## src/rtl/merger_pkg.sv

```systemverilog
// ----------------------------------------------------------------------------
// merger_pkg
// Shared types and constants for the coordinate merger datapath. Both the
// quaternary and binary mergers and their lane front ends use these, so a
// coordinate means the same thing everywhere in the pipeline.
//
// Contents:
//   COORD_W      - coordinate width of the merger datapath
//   SENTINEL     - all-ones coordinate, reserved to mean "no coordinate"
//   coord_t      - one coordinate
//   lane_entry_t - one buffered lane entry: end-of-fiber flag plus coordinate
// ----------------------------------------------------------------------------
package merger_pkg;

    localparam int COORD_W = 64;

    typedef logic [COORD_W-1:0] coord_t;

    // Compares greater than every legal coordinate, so an empty lane never
    // wins the merger's min-select ahead of real data.
    localparam coord_t SENTINEL = '1;

    typedef struct packed {
        logic   last;
        coord_t coord;
    } lane_entry_t;

endpackage : merger_pkg

```

## src/rtl/fiber_lane_buffer.sv

```systemverilog
// ----------------------------------------------------------------------------
// fiber_lane_buffer
// Per-lane coordinate prefetch FIFO in front of one merger input. Coordinates
// arrive from the fetch unit over valid/ready, are queued in a small circular
// buffer, and the head is presented to the merger, which pops it with
// fetch_next. When nothing is stored the lane shows the all-ones sentinel.
//
// Parameters:
//   DEPTH   - FIFO entries (power of two, >= 2)
//   COORD_W - coordinate width, must match the merger datapath
//   CNT_W   - occupancy counter width
//
// Ports:
//   clock      - system clock, rising edge
//   reset      - asynchronous active-high reset
//   in_valid   - upstream coordinate valid
//   in_ready   - buffer can accept (not full); depends on stored state only
//   in_coord   - incoming coordinate (all-ones is reserved)
//   in_last    - final coordinate of the fiber
//   coord      - head coordinate, or SENTINEL when empty
//   fetch_next - merger pop request for the head entry
//   empty      - no stored entries
//   fiber_done - the last-flagged entry has been popped
//   underflow  - sticky: pop requested while empty before the fiber ended
//   count      - current occupancy
// ----------------------------------------------------------------------------
module fiber_lane_buffer
    import merger_pkg::*;
#(
    parameter int DEPTH   = 4,
    parameter int COORD_W = merger_pkg::COORD_W,
    parameter int CNT_W   = $clog2(DEPTH + 1)
) (
    input  logic               clock,
    input  logic               reset,
    input  logic               in_valid,
    output logic               in_ready,
    input  logic [COORD_W-1:0] in_coord,
    input  logic               in_last,
    output logic [COORD_W-1:0] coord,
    input  logic               fetch_next,
    output logic               empty,
    output logic               fiber_done,
    output logic               underflow,
    output logic [CNT_W-1:0]   count
);

    localparam int PTR_W = $clog2(DEPTH);

    // Local entry type so the lane can be built at any COORD_W; at the
    // default width it is bit-identical to merger_pkg::lane_entry_t.
    typedef struct packed {
        logic               last;
        logic [COORD_W-1:0] coord;
    } entry_t;

    localparam logic [COORD_W-1:0] LANE_SENTINEL = '1;

    entry_t           mem [DEPTH];
    logic [PTR_W-1:0] wr_ptr;
    logic [PTR_W-1:0] rd_ptr;
    logic             full;
    logic             push;
    logic             pop;
    entry_t           head;

    assign full     = (count == CNT_W'(DEPTH));
    assign empty    = (count == '0);
    // Derived from count alone: the merger's pop never ripples back upstream.
    assign in_ready = !full;

    assign push = in_valid && in_ready;
    // A pop while empty is dropped: the merger was looking at the sentinel.
    assign pop  = fetch_next && !empty;

    assign head  = mem[rd_ptr];
    assign coord = empty ? LANE_SENTINEL : head.coord;

    // NOTE: the storage array has no reset; its contents are only ever read
    // behind a non-zero count, so clearing it would just cost reset fan-out.
    always_ff @(posedge clock) begin
        if (push) begin
            mem[wr_ptr] <= '{last: in_last, coord: in_coord};
        end
    end

    // NOTE: all state here uses non-blocking assignments so every branch sees
    // the pre-edge values of count, fiber_done and the pointers.
    always_ff @(posedge clock or posedge reset) begin
        if (reset) begin
            wr_ptr     <= '0;
            rd_ptr     <= '0;
            count      <= '0;
            fiber_done <= 1'b0;
            underflow  <= 1'b0;
        end else begin
            // Pointers are exactly log2(DEPTH) bits, so +1 wraps at DEPTH-1.
            if (push) wr_ptr <= wr_ptr + PTR_W'(1);
            if (pop)  rd_ptr <= rd_ptr + PTR_W'(1);

            case ({push, pop})
                2'b10:   count <= count + CNT_W'(1);
                2'b01:   count <= count - CNT_W'(1);
                default: count <= count;
            endcase

            // Popping the end of a fiber wins over a push starting the next
            // one on the same edge; that new entry simply waits behind it.
            if (pop && head.last) begin
                fiber_done <= 1'b1;
            end else if (push) begin
                fiber_done <= 1'b0;
            end

            // After fiber_done the merger may keep asking an empty lane while
            // other lanes drain; only a request before the fiber ended is bad.
            if (fetch_next && empty && !fiber_done) begin
                underflow <= 1'b1;
            end
        end
    end

endmodule : fiber_lane_buffer

```

## config.mk

```make
export PLATFORM = sky130hd
export DESIGN_NAME = fiber_lane_buffer
export DESIGN_NICKNAME = d
export VERILOG_FILES = /design/src/rtl/merger_pkg.sv /design/src/rtl/fiber_lane_buffer.sv
export SDC_FILE = /design/constraint.sdc
export NUM_CORES = 1
export LEC_CHECK = 0
export CAP_MARGIN = 5
export CORE_MARGIN = 2
export CORE_UTILIZATION = 60
export CTS_BUF_LIST = sky130_fd_sc_hd__clkbuf_4
export DETAILED_ROUTE_END_ITERATION = 12
export DONT_BUFFER_PORTS = 1
export PLACE_DENSITY_LB_ADDON = 0.1
export SLEW_MARGIN = 15
export SYNTH_ARGS = -nofsm -noshare
export SYNTH_HDL_FRONTEND = slang
export SYNTH_SLANG_ARGS = --single-unit
```

## constraint.sdc

```tcl
create_clock -name clock -period 4.29 [get_ports clock]
set_input_delay 0.858 -clock clock [delete_from_list [all_inputs] [get_ports clock]]
set_output_delay 0.858 -clock clock [all_outputs]
set_load 0.1 [all_outputs]
```

Word level (Yosys, flattened, before mapping)
Memories as Yosys holds them, arrays and structs flattened.
Index checks and enable logic that the tools add are counted.
{"block": "totals", "out_inout_bits": 71, "mem_count": 1, "register_bits": 9, "ramBits": 260, "elab_cells": 30}
{"name": "mem", "depth": 4, "width": 65, "read_ports": 1, "rd_ports_with_merged_regs": 0, "write_ports": 1, "line": "fiber_lane_buffer.sv:59", "rtl": "entry_t mem [DEPTH];"}
{"block": "classes", "n_mux": 6, "n_reduce_logical": 11, "n_addsub": 4, "n_eq_ne": 3}
{"cell": "$mux W64", "count": 1}
{"cell": "$pmux W3 S2", "count": 1}
{"cell": "$logic_and A1 B1 Y1", "count": 5}
{"cell": "$add A2 B1 Y2 const B", "count": 2}
{"cell": "$mux W1", "count": 4}
{"cell": "$reduce_bool A2 Y1", "count": 2}
{"cell": "$add A3 B1 Y3 const B", "count": 1}
{"cell": "$eq A3 B3 Y1 const B", "count": 1}
{"cell": "$logic_not A1 Y1", "count": 3}
{"cell": "$logic_not A3 Y1", "count": 1}
{"cell": "$sub A3 B1 Y3 const B", "count": 1}
{"cell": "$eq A2 B1 Y1 const B", "count": 1}
{"cell": "$eq A2 B2 Y1 const B", "count": 1}

Depth between registers and ports, before layout
Gate-level depths: netlist of run 1.
{"block": "logic_depth", "ltp_word": 5, "depth_mapped": 9, "ltp_nobuf": 9}

Worst setup path before layout of run 1
No wires, ideal clock.
{"block": "synth_path", "kind": "reg2reg", "from": "register count[0]", "to": "memory mem[0][0] (netlist bit), enable pin", "arrival_ns": 3.545, "setup_ns": 0.430, "path_stages_with_launch": 3, "n_path_buf": 0, "t_required_ns": 3.860, "path_slack_ns": 0.315, "path_cell_list": "dfrtp_1 or3b_1 and3_1"}
{"block": "synth_between", "elab_chain_cells": 5}
{"item": "start, declared", "line": "fiber_lane_buffer.sv:45", "rtl": "output logic [CNT_W-1:0] count"}
{"item": "start signal, assigned", "line": "fiber_lane_buffer.sv:102", "rtl": "2'b10: count <= count + CNT_W'(1);"}
{"item": "start signal, assigned", "line": "fiber_lane_buffer.sv:103", "rtl": "2'b01: count <= count - CNT_W'(1);"}
{"item": "start signal, assigned", "line": "fiber_lane_buffer.sv:104", "rtl": "default: count <= count;"}
{"item": "$eq A3 B3 Y1", "line": "fiber_lane_buffer.sv:67", "rtl": "assign full = (count == CNT_W'(DEPTH));"}
{"item": "$logic_not A1 Y1", "line": "fiber_lane_buffer.sv:70", "rtl": "assign in_ready = !full;"}
{"item": "named net in_ready", "line": "fiber_lane_buffer.sv:37", "rtl": "output logic in_ready,"}
{"item": "$logic_and A1 B1 Y1", "line": "fiber_lane_buffer.sv:72", "rtl": "assign push = in_valid && in_ready;"}
{"item": "$mux W1", "line": "fiber_lane_buffer.sv:82", "rtl": "if (push) begin"}
{"item": "$mux W1 (implied by the code)", "line": "fiber_lane_buffer.sv:83", "rtl": "mem[wr_ptr] <= '{last: in_last, coord: in_coord};"}
{"item": "end, declared", "line": "fiber_lane_buffer.sv:59"}
The timed path passes the listed nets, and every way through them passes these cells.

Worst setup path after layout of run 1
{"block": "layout_path", "from": "register rd_ptr[0]", "to": "output coord[4]"}
{"block": "layout_between", "elab_chain_cells": 2}
{"item": "start, declared", "line": "fiber_lane_buffer.sv:61", "rtl": "logic [PTR_W-1:0] rd_ptr;"}
{"item": "start signal, assigned", "line": "fiber_lane_buffer.sv:99", "rtl": "if (pop) rd_ptr <= rd_ptr + PTR_W'(1);"}
{"item": "$mem_v2 Z4 W65"}
{"item": "$mux W64", "line": "fiber_lane_buffer.sv:77", "rtl": "assign coord = empty ? LANE_SENTINEL : head.coord;"}
{"item": "end, declared", "line": "fiber_lane_buffer.sv:40", "rtl": "output logic [COORD_W-1:0] coord,"}
No other way between the ends.

==> impl_metrics.toml, run 1 <==
[drt]
antenna_left = 0
wirelength_um = 17600
dr.pass1.iters = 4
num_vias = 4605
drc = 0
viasPerCell = 5.76
routedWlPerCell_um = 22.0
dr.first_iter.drc_count = 270

[sta]
slew_viol_final = 0
setup_viol = 0
finalCritPeriodShare = 0.840
max_freq_mhz = 277
slew_headroom = 0.307
skew_ns = 0.0275
rsz0062_at_grt = "false"
finalSetupTns_ns = 0
worst_pin_slew_ns = 1.04
finalHoldViolations = 0
finalCriticalPeriod_ns = 3.60

[cts]
insertion_delay_ns = 0.62
cts_setup_buffers = 0
clock_sinks = 269
cts_resized = 0
numCtsBuffers = 68
clk_path_buf_depth = 3
cts-htree-levels = 3
cts-root-buf = "clkbuf_4"
postCtsHoldBufs = 0
clk_pin_slew_worst_paths_ns = 0.06
cts_tree = "yes"

[final_layout]
instances_no_fill = 800
syn_to_final_growth_pct = 11.3
drive_gt1_frac = 0.406
nNetsFinal = 615

[global_route]
grtUsageTotal = 0.202
grt_pass1_wl_um = 26800
grt_pass1_vias = 4955
antenna_found_initial = 1
grt_overflow_total = 0
grt_max_degree = 67

[setup_path]
cp_top_family = "multiplexers"
cp.required_ns = 3.43
critPathSlowestCell = "mux4_1"
crit_fanout = 18
critPathBufInv = 1
worstPathArrival_ns = 2.75
path_cells = "buf_4 -> mux4_1 -> or2_2"
worstSetupEndpointType = "output pin"
reg2reg_slack_ns = 1.73
critPathMaxStageDelay_ns = 0.61
crit_type = "reg -> out"
start_kind = "register"

[synthesis]
synth_most_common_cell = "edfxtp_1"
synth_nets = 530
synth_edf_count = 260
synth_seq_area_share = 0.774
synth-async-reset-ratio = 0.0335
syn_inst = 455
synth.yosys.warnings = 0
synth_commonest_cells = "edfxtp_1, mux4_2, or2_2"
synth_top_area_share = 0.753
synth-main-ff-cell = "edfxtp_1"
syn_area_sq_um = 10400
synth_area_leaders = "edfxtp_1, mux4_2, dfrtp_1, or2_2, mux4_1"
yosys.area.top_type = "edfxtp_1"
ys_seq_elements = 269
synth_cell_types = 26
avgSynthCellArea_sq_um = 22.8

[floorplan]
core_sq_um = 17100
std_cell_rows = 48
design.die.area_sq_um = 18400
io_pins = 140
die_width_um = 135
floorplan.initialDensity = 0.606
die_y_um = 135

[placement]
place_congestion = 0.694
io_buffers = 0
dp_hpwl_um = 9750
placed_cells = 695

[worst_hold_path]
hold_class = "in -> async"

[run]
maxCapViolations = 0

[status]
status = "complete, no violations"
layout make-up:
type                            count  area [sq um]
Antenna cell                        1          2.50
Inverter                            9          33.8
Tap cell                          225           282
Clock inverter                     11          42.5
Sequential cell                   269          8040
Fill cell                        1139          5570
Multi-Input combinational cell    155          2150
Clock buffer                       93           698
Timing Repair Buffer               37           303
path summary, 6_finish.rpt:
path / from / end / cells after the start
min reg2reg: count[2]$_DFFE_PP0P_ / count[2]$_DFFE_PP0P_ / 1
max in group asynchronous: reset / rd_ptr[0]$_DFFE_PP0P_ / 1
max: rd_ptr[0]$_DFFE_PP0P_ / coord[4] / 3
max reg2reg: count[0]$_DFFE_PP0P_ / count[2]$_DFFE_PP0P_ / 10
min in group clock: in_coord[61] / mem[0][61]$_DFFE_PP_ / 0
min: reset / count[2]$_DFFE_PP0P_ / 1
layer usage:
layer	vias to the layer above	wire, um	GRT usage
li1	2052	-	-
met2	166	8550	0.307
met5	-	0	0
met1	2344	6890	0.247
met3	43	1630	0.0898
met4	0	550	0.105
cell usage in the layout, fill, tap and decap left out, types with 2 or more instances in the layout:
| master | instances |
|---|---|
| inv_1 | 8 |
| xor2_1 | 3 |
| clkbuf_4 | 93 |
| edfxtp_1 | 260 |
| or2_1 | 29 |
| mux4_1 | 7 |
| dfrtp_4 | 2 |
| clkinv_1 | 10 |
| ha_1 | 5 |
| dfrtp_1 | 7 |
| and3_4 | 4 |
| or2_2 | 35 |
| xnor2_1 | 3 |
| buf_12 | 2 |
| mux4_2 | 58 |
| and2_1 | 2 |
| buf_4 | 35 |
registers in the layout (all words and copies together) (netlist names):
signal      cells
underflow       1
mem           260
fiber_done      1
wr_ptr          2
rd_ptr          2
count           3
per-stage QoR:
| stage | hold WS, ns | setup slack [ns] | area [sq um] | util |
|---|---|---|---|---|
| 2_1_floorplan | 0.534 | 0.315 | 10400 | - |
| 3_3_place_gp | 0.491 | 1.29 | 10800 | 0.631 |
| 3_5_place_dp | 0.503 | 1.27 | 10800 | 0.631 |
| 4_1_cts | 0.0567 | 0.585 | 11500 | 0.674 |
| 5_1_grt | 0.0706 | 0.490 | 11500 | 0.675 |
| 6_report | 0.104 | 0.686 | 11500 | 0.675 |
cells by family after synthesis:
family / share of synthesized area
flops: 0.774
simple gates: 0.0445
mux: 0.146
buf+inv: 0.0207
xor+xnor: 0.00507
fa+ha+maj: 0.00796
compound gates: 0.00169
worst register-to-register path: cells and delay by family (launching register included):
family,cells,cell delay (ns)
XOR/XNOR,2,0.29
AND/OR/NAND/NOR,3,0.88
adder cells (fa/ha/maj),2,0.56
buffers and inverters,3,0.38
flip-flops,1,0.37
Power of run 1 is not shown: default switching activity piles up to over one toggle a cycle in this logic, so the estimate is an artifact.
==> run 2: changes to the inputs <==
Settings changed: CORE_UTILIZATION 60 to 59.
Clock period 4.29 ns to 3 ns, I/O delays scaled along.
==> run 2 against run 1 <==
Against the previous run: the run now ends with setup timing left; hold slack worse by 0.058 ns; clock-buffer cell count is 1 lower; final cell count is 7.8% higher; highest routed layer unchanged.
==> impl_metrics.toml, run 2 (synthesis gave the netlist of run 1 again) <==
[cts]
insertion_delay_ns = 0.64
numCtsBuffers = 67
cts-htree-levels = 3
cts_tree = "yes"
clk_path_buf_depth = 3
clock_sinks = 269
cts-root-buf = "clkbuf_4"
clk_pin_slew_worst_paths_ns = 0.06

[setup_path]
start_kind = "register"
cp.required_ns = 2.40
crit_fanout = 6
worstPathArrival_ns = 2.41
worstSetupEndpointType = "output pin"
path_cells = "buf_6 -> buf_16 -> buf_12 -> mux4_2 -> or2_4 -> buf_12"
ff2ff_path_depth = 10
r2r-start = "count[0]$_DFFE_PP0P_"
cp_common_cell = "buf_12"
cp_top_family = "buffers and inverters"
crit_type = "reg -> out"
critPathBufInv = 4
timing.critical_path.from = "rd_ptr[0]$_DFFE_PP0P_"
crit_cells = 6
critPathMaxStageDelay_ns = 0.52
critPathSlowestCell = "dfrtp_4"

[final_layout]
reg_top3 = "mem (260), count (3)"
syn_to_final_growth_pct = 28.1
largest_register_ffs = 260
largest-register = "mem"
drive_gt1_frac = 0.514
post-route-cell-area_sq_um = 13300
final_cell_mix = "edfxtp_1, clkbuf_4, buf_12"
layout_commonest_cell = "edfxtp_1"
instances_no_fill = 862
nNetsFinal = 679

[sta]
skew_ns = 0.0298
setup_ws_ns = -0.0148
slew_headroom = 0.337
slew_viol_final = 0
setup_viol = 1
worst_pin_slew_ns = 0.995
finalCritPeriodShare = 1.00
finalHoldViolations = 0
whs_ns = 0.0454
finalCriticalPeriod_ns = 3.01
max_freq_mhz = 332
rsz0062_at_grt = "true"

[floorplan]
die_y_um = 137
core_sq_um = 17200
std_cell_rows = 48
die_width_um = 137
floorplan.initialDensity = 0.602
design.die.area_sq_um = 18700
io_pins = 140

[drt]
num_vias = 4994
viasPerCell = 5.79
antenna_left = 0
routedWlPerCell_um = 23.3
dr.first_iter.drc_count = 266
drc = 0
dr.pass1.iters = 6
wirelength_um = 20000

[global_route]
grt_max_degree = 42
grt_pass1_vias = 5486
grt_overflow_total = 0
antenna_found_initial = 1
grt_pass1_wl_um = 30400
grtUsageTotal = 0.226

[placement]
placed_cells = 740
dp_slack_ns = 0.467
place_congestion = 0.739
placed_area_sq_um = 12000
dp_hpwl_um = 10800
io_buffers = 0

[worst_hold_path]
whs_path_depth = 0
hold_class = "in -> reg"
hp-start = "in_coord[26]"

[status]
violations = "setup timing"
status = "finished, violations left"

[run]
maxCapViolations = 0
==> run 2: what timing repair did <==
item | in CTS | in global routing
endpoints found under the hold margin | 9 | 0
cloned | 8 | 3
gates resized for setup | 60 | 17
hold buffers | 1 | 0
pin swaps | 2 | 5
endpoints found under the setup margin | 64 | 53
setup buffers | 10 | 1
==> run 2: stage by stage <==
step,setup TNS (ns),util
detailed placement,0,0.698
floorplan,-1.24,-
global placement,0,0.698
global route,-0.382,0.771
CTS,-1.97,0.768
finish,-0.0148,0.771
==> run 2: layer usage <==
metal,up-vias,track usage,share of wire
met2,188,0.367,0.51
met1,2596,0.278,0.38
met4,0,0.0903,0.020
li1,2179,-,-
met3,31,0.0837,0.085
met5,-,0,0
==> run 2: path summary, 6_finish.rpt <==
| path | to | slack [ns] |
|---|---|---|
| max reg2reg | count[2]$_DFFE_PP0P_ | 0.44 |
| min in group asynchronous | rd_ptr[0]$_DFFE_PP0P_ | 0.37 |
| max | coord[0] | -0.01 |
| min | mem[3][26]$_DFFE_PP_ | 0.05 |
| max in group asynchronous | rd_ptr[1]$_DFFE_PP0P_ | 2.32 |
| min reg2reg | count[2]$_DFFE_PP0P_ | 0.51 |
==> run 2: area by class of cell <==
class,count,area [sq um]
clock inverters,9,33.8
fillers,932,3950
repair buffers,101,1910
multi-input cells,155,2280
inverters,9,38.8
clock buffers,92,691
flip-flops and latches,269,8040
diodes,1,2.50
repair inverters,1,3.75
well taps,225,282
Power of run 2 is left out for the same reason.
==> variant, RTL diff (config.mk and constraints of run 2) <==
`DEPTH`: 4 -> 8.
--- a/src/rtl/fiber_lane_buffer.sv
+++ b/src/rtl/fiber_lane_buffer.sv
@@ -27,7 +27,7 @@
 module fiber_lane_buffer
     import merger_pkg::*;
 #(
-    parameter int DEPTH   = 4,
+    parameter int DEPTH   = 8,
     parameter int COORD_W = merger_pkg::COORD_W,
     parameter int CNT_W   = $clog2(DEPTH + 1)
 ) (
Interface: changed (resized count); port bits go from 140 to 141. The function was not compared with the original's and may differ.
==> variant against run 2 <==
The run still ends with negative setup slack left. First-iteration DRC count rose to 3.5 times the old value. Core utilization down 0.98 points. Final area up 93%. Sequential share of layout area up 1.6 points. Register-to-register slack worse by 100 ps. Setup slack worse by 160 ps. Wire length up 130%. Sequential cell count up 263. Area after synthesis up 95%.
Power is left out: the tool's default activity adds up to more than one toggle a clock period on the data nets, which glitch-free logic cannot reach.
==> variant: results (changes against run 2) <==
\begin{tabular}{lr}
\hline
Metric & Value \\
\hline
\multicolumn{2}{l}{\textbf{Route}} \\
\quad Initial DRC Count & 938 (+250\%) \\
\quad Final Routed Wirelength & 45200 um (+130\%) \\
\quad Wire length on met2 & 23400 um (+130\%) \\
\quad TritonRoute pass-1 iters & 5 (-1) \\
\quad Met3 Wirelength & 3290 um (+93\%) \\
\quad Vias per cell & 5.92 (+2.1\%) \\
\quad Wl on met1 & 17600 um (+130\%) \\
\multicolumn{2}{l}{\textbf{Placed design}} \\
\quad Cell area reported after detailed placement & 22100 um2 (+83\%) \\
\quad Final weighted congestion in routability-driven placement & 0.763 (+3.1\%) \\
\quad Half-perimeter wire length after detailed placement & 21700 um (+100\%) \\
\multicolumn{2}{l}{\textbf{Global routing}} \\
\quad First-pass GRT wire length & 68300 um (+130\%) \\
\quad Pin count of the biggest net entering global routing & 57 (+36\%) \\
\quad Total global-route track usage & 26.2\% (+3.6 points) \\
\quad Vias in the first global route & 11661 (+110\%) \\
\quad Antenna violations before repair & 2 (+1) \\
\multicolumn{2}{l}{\textbf{Setup path}} \\
\quad RR Startpoint & count[1]\$\_DFFE\_PP0P\_ \\
\quad Crit-path slowest cell & mux4\_2 \\
\quad Worst Path Arrival & 2570 ps (+160 ps) \\
\quad Highest fanout seen on the critical path & 8 (+2) \\
\quad Slowest cell delay on critical path & 500 ps (-20 ps) \\
\multicolumn{2}{l}{\textbf{Final layout}} \\
\quad Number of nets in the final layout & 1314 (+94\%) \\
\quad Largest register FFs & 520 (+100\%) \\
\quad Fraction of final layout cells with drive strength greater than 1 & 42.7\% (-8.7 points) \\
\quad Top Registers & mem: 520 flops, count: 4 flops \\
\multicolumn{2}{l}{\textbf{Outcome}} \\
\quad Outcome & finished, violations left \\
\quad Violated checks & negative setup slack \\
\multicolumn{2}{l}{\textbf{Clock tree}} \\
\quad H-tree depth & 4 (+1) \\
\quad Clock latency reported for the late side of the worst-skew pair & 780 ps (+140 ps) \\
\quad Number of CTS-inserted buffers & 133 (+99\%) \\
\multicolumn{2}{l}{\textbf{Logic synthesis}} \\
\quad Async SR Flop Fraction & 2.26\% (-1.1 points) \\
\quad Number of different library cells in the post-synthesis netlist & 33 (+27\%) \\
\quad Sequential cell area fraction in the yosys report & 78.5\% (+1.0 points) \\
\quad Most frequent cells after synthesis & edfxtp\_1, nand2\_1, mux4\_2 \\
\quad Net count after synthesis & 1036 (+95\%) \\
\quad Leading cell types by total area after synthesis & edfxtp\_1, mux4\_2, nand2\_1 \\
\multicolumn{2}{l}{\textbf{Timing}} \\
\quad Worst setup margin & -175 ps (-160 ps) \\
\quad Worst slew pin tran & 990 ps (-4.27 ps) \\
\quad Setup-failing EPs final & 65 (+64) \\
\quad Summed negative setup slack over all endpoints & -7650 ps (-7630 ps) \\
\quad Final Skew & 31.7 ps (+1.90 ps) \\
\hline
\end{tabular}
## variant: stage by stage
stage          hold slack, ps  instances  utilization (%)  worst slack (ps)
2_1_floorplan             465        962                -              -743
3_3_place_gp              531       1458             65.4               497
3_5_place_dp              537       1458             65.4               406
4_1_cts                  59.1       1779             75.5              -246
5_1_grt                  76.1       1783             76.1              -322
6_report                  140       1783             76.1              -175
## variant: worst paths after layout
path | slack, ps | cells past startpoint | end
max in group asynchronous | 2320 | 2 | count[1]$_DFFE_PP0P_
min reg2reg | 580 | 1 | count[3]$_DFFE_PP0P_
min | 140 | 2 | rd_ptr[0]$_DFFE_PP0P_
max reg2reg | 340 | 11 | count[2]$_DFFE_PP0P_
min in group asynchronous | 300 | 2 | fiber_done$_DFFE_PP0P_
max | -170 | 7 | coord[23]
## variant: cell type report
cell class	instances	area (um2)
Antenna cell	2	5.00
Clock buffer	190	1430
Clock inverter	38	255
Fill cell	1873	8060
Inverter	4	27.5
Multi-Input combinational cell	373	4620
Sequential cell	532	15900
Tap cell	448	561
Timing Repair Buffer	196	2810
## variant: logic make-up after synthesis
kind of cell / share of synthesized area, %
buf+inv: 1.34
fa+ha+maj: 0.308
flops: 78.5
compound gates: 0.290
mux: 14.6
xor+xnor: 0.389
simple gates: 4.63
## variant: metal layers
layer  vias to the layer above  track usage [%]
met3                        77             7.19
li1                       4567                -
met2                       427             44.3
met4                         0             9.30
met5                         -                0
met1                      5476             33.0
## variant: timing repair
item | 4_1_cts | 5_1_grt
setup buffers | 13 | 0
resized for setup | 139 | 40
hold buffers | 68 | 0
setup endpoints to repair | 65 | 65
gates cloned | 12 | 2
endpoints found under the hold margin | 535 | 0
pin swaps | 4 | 10
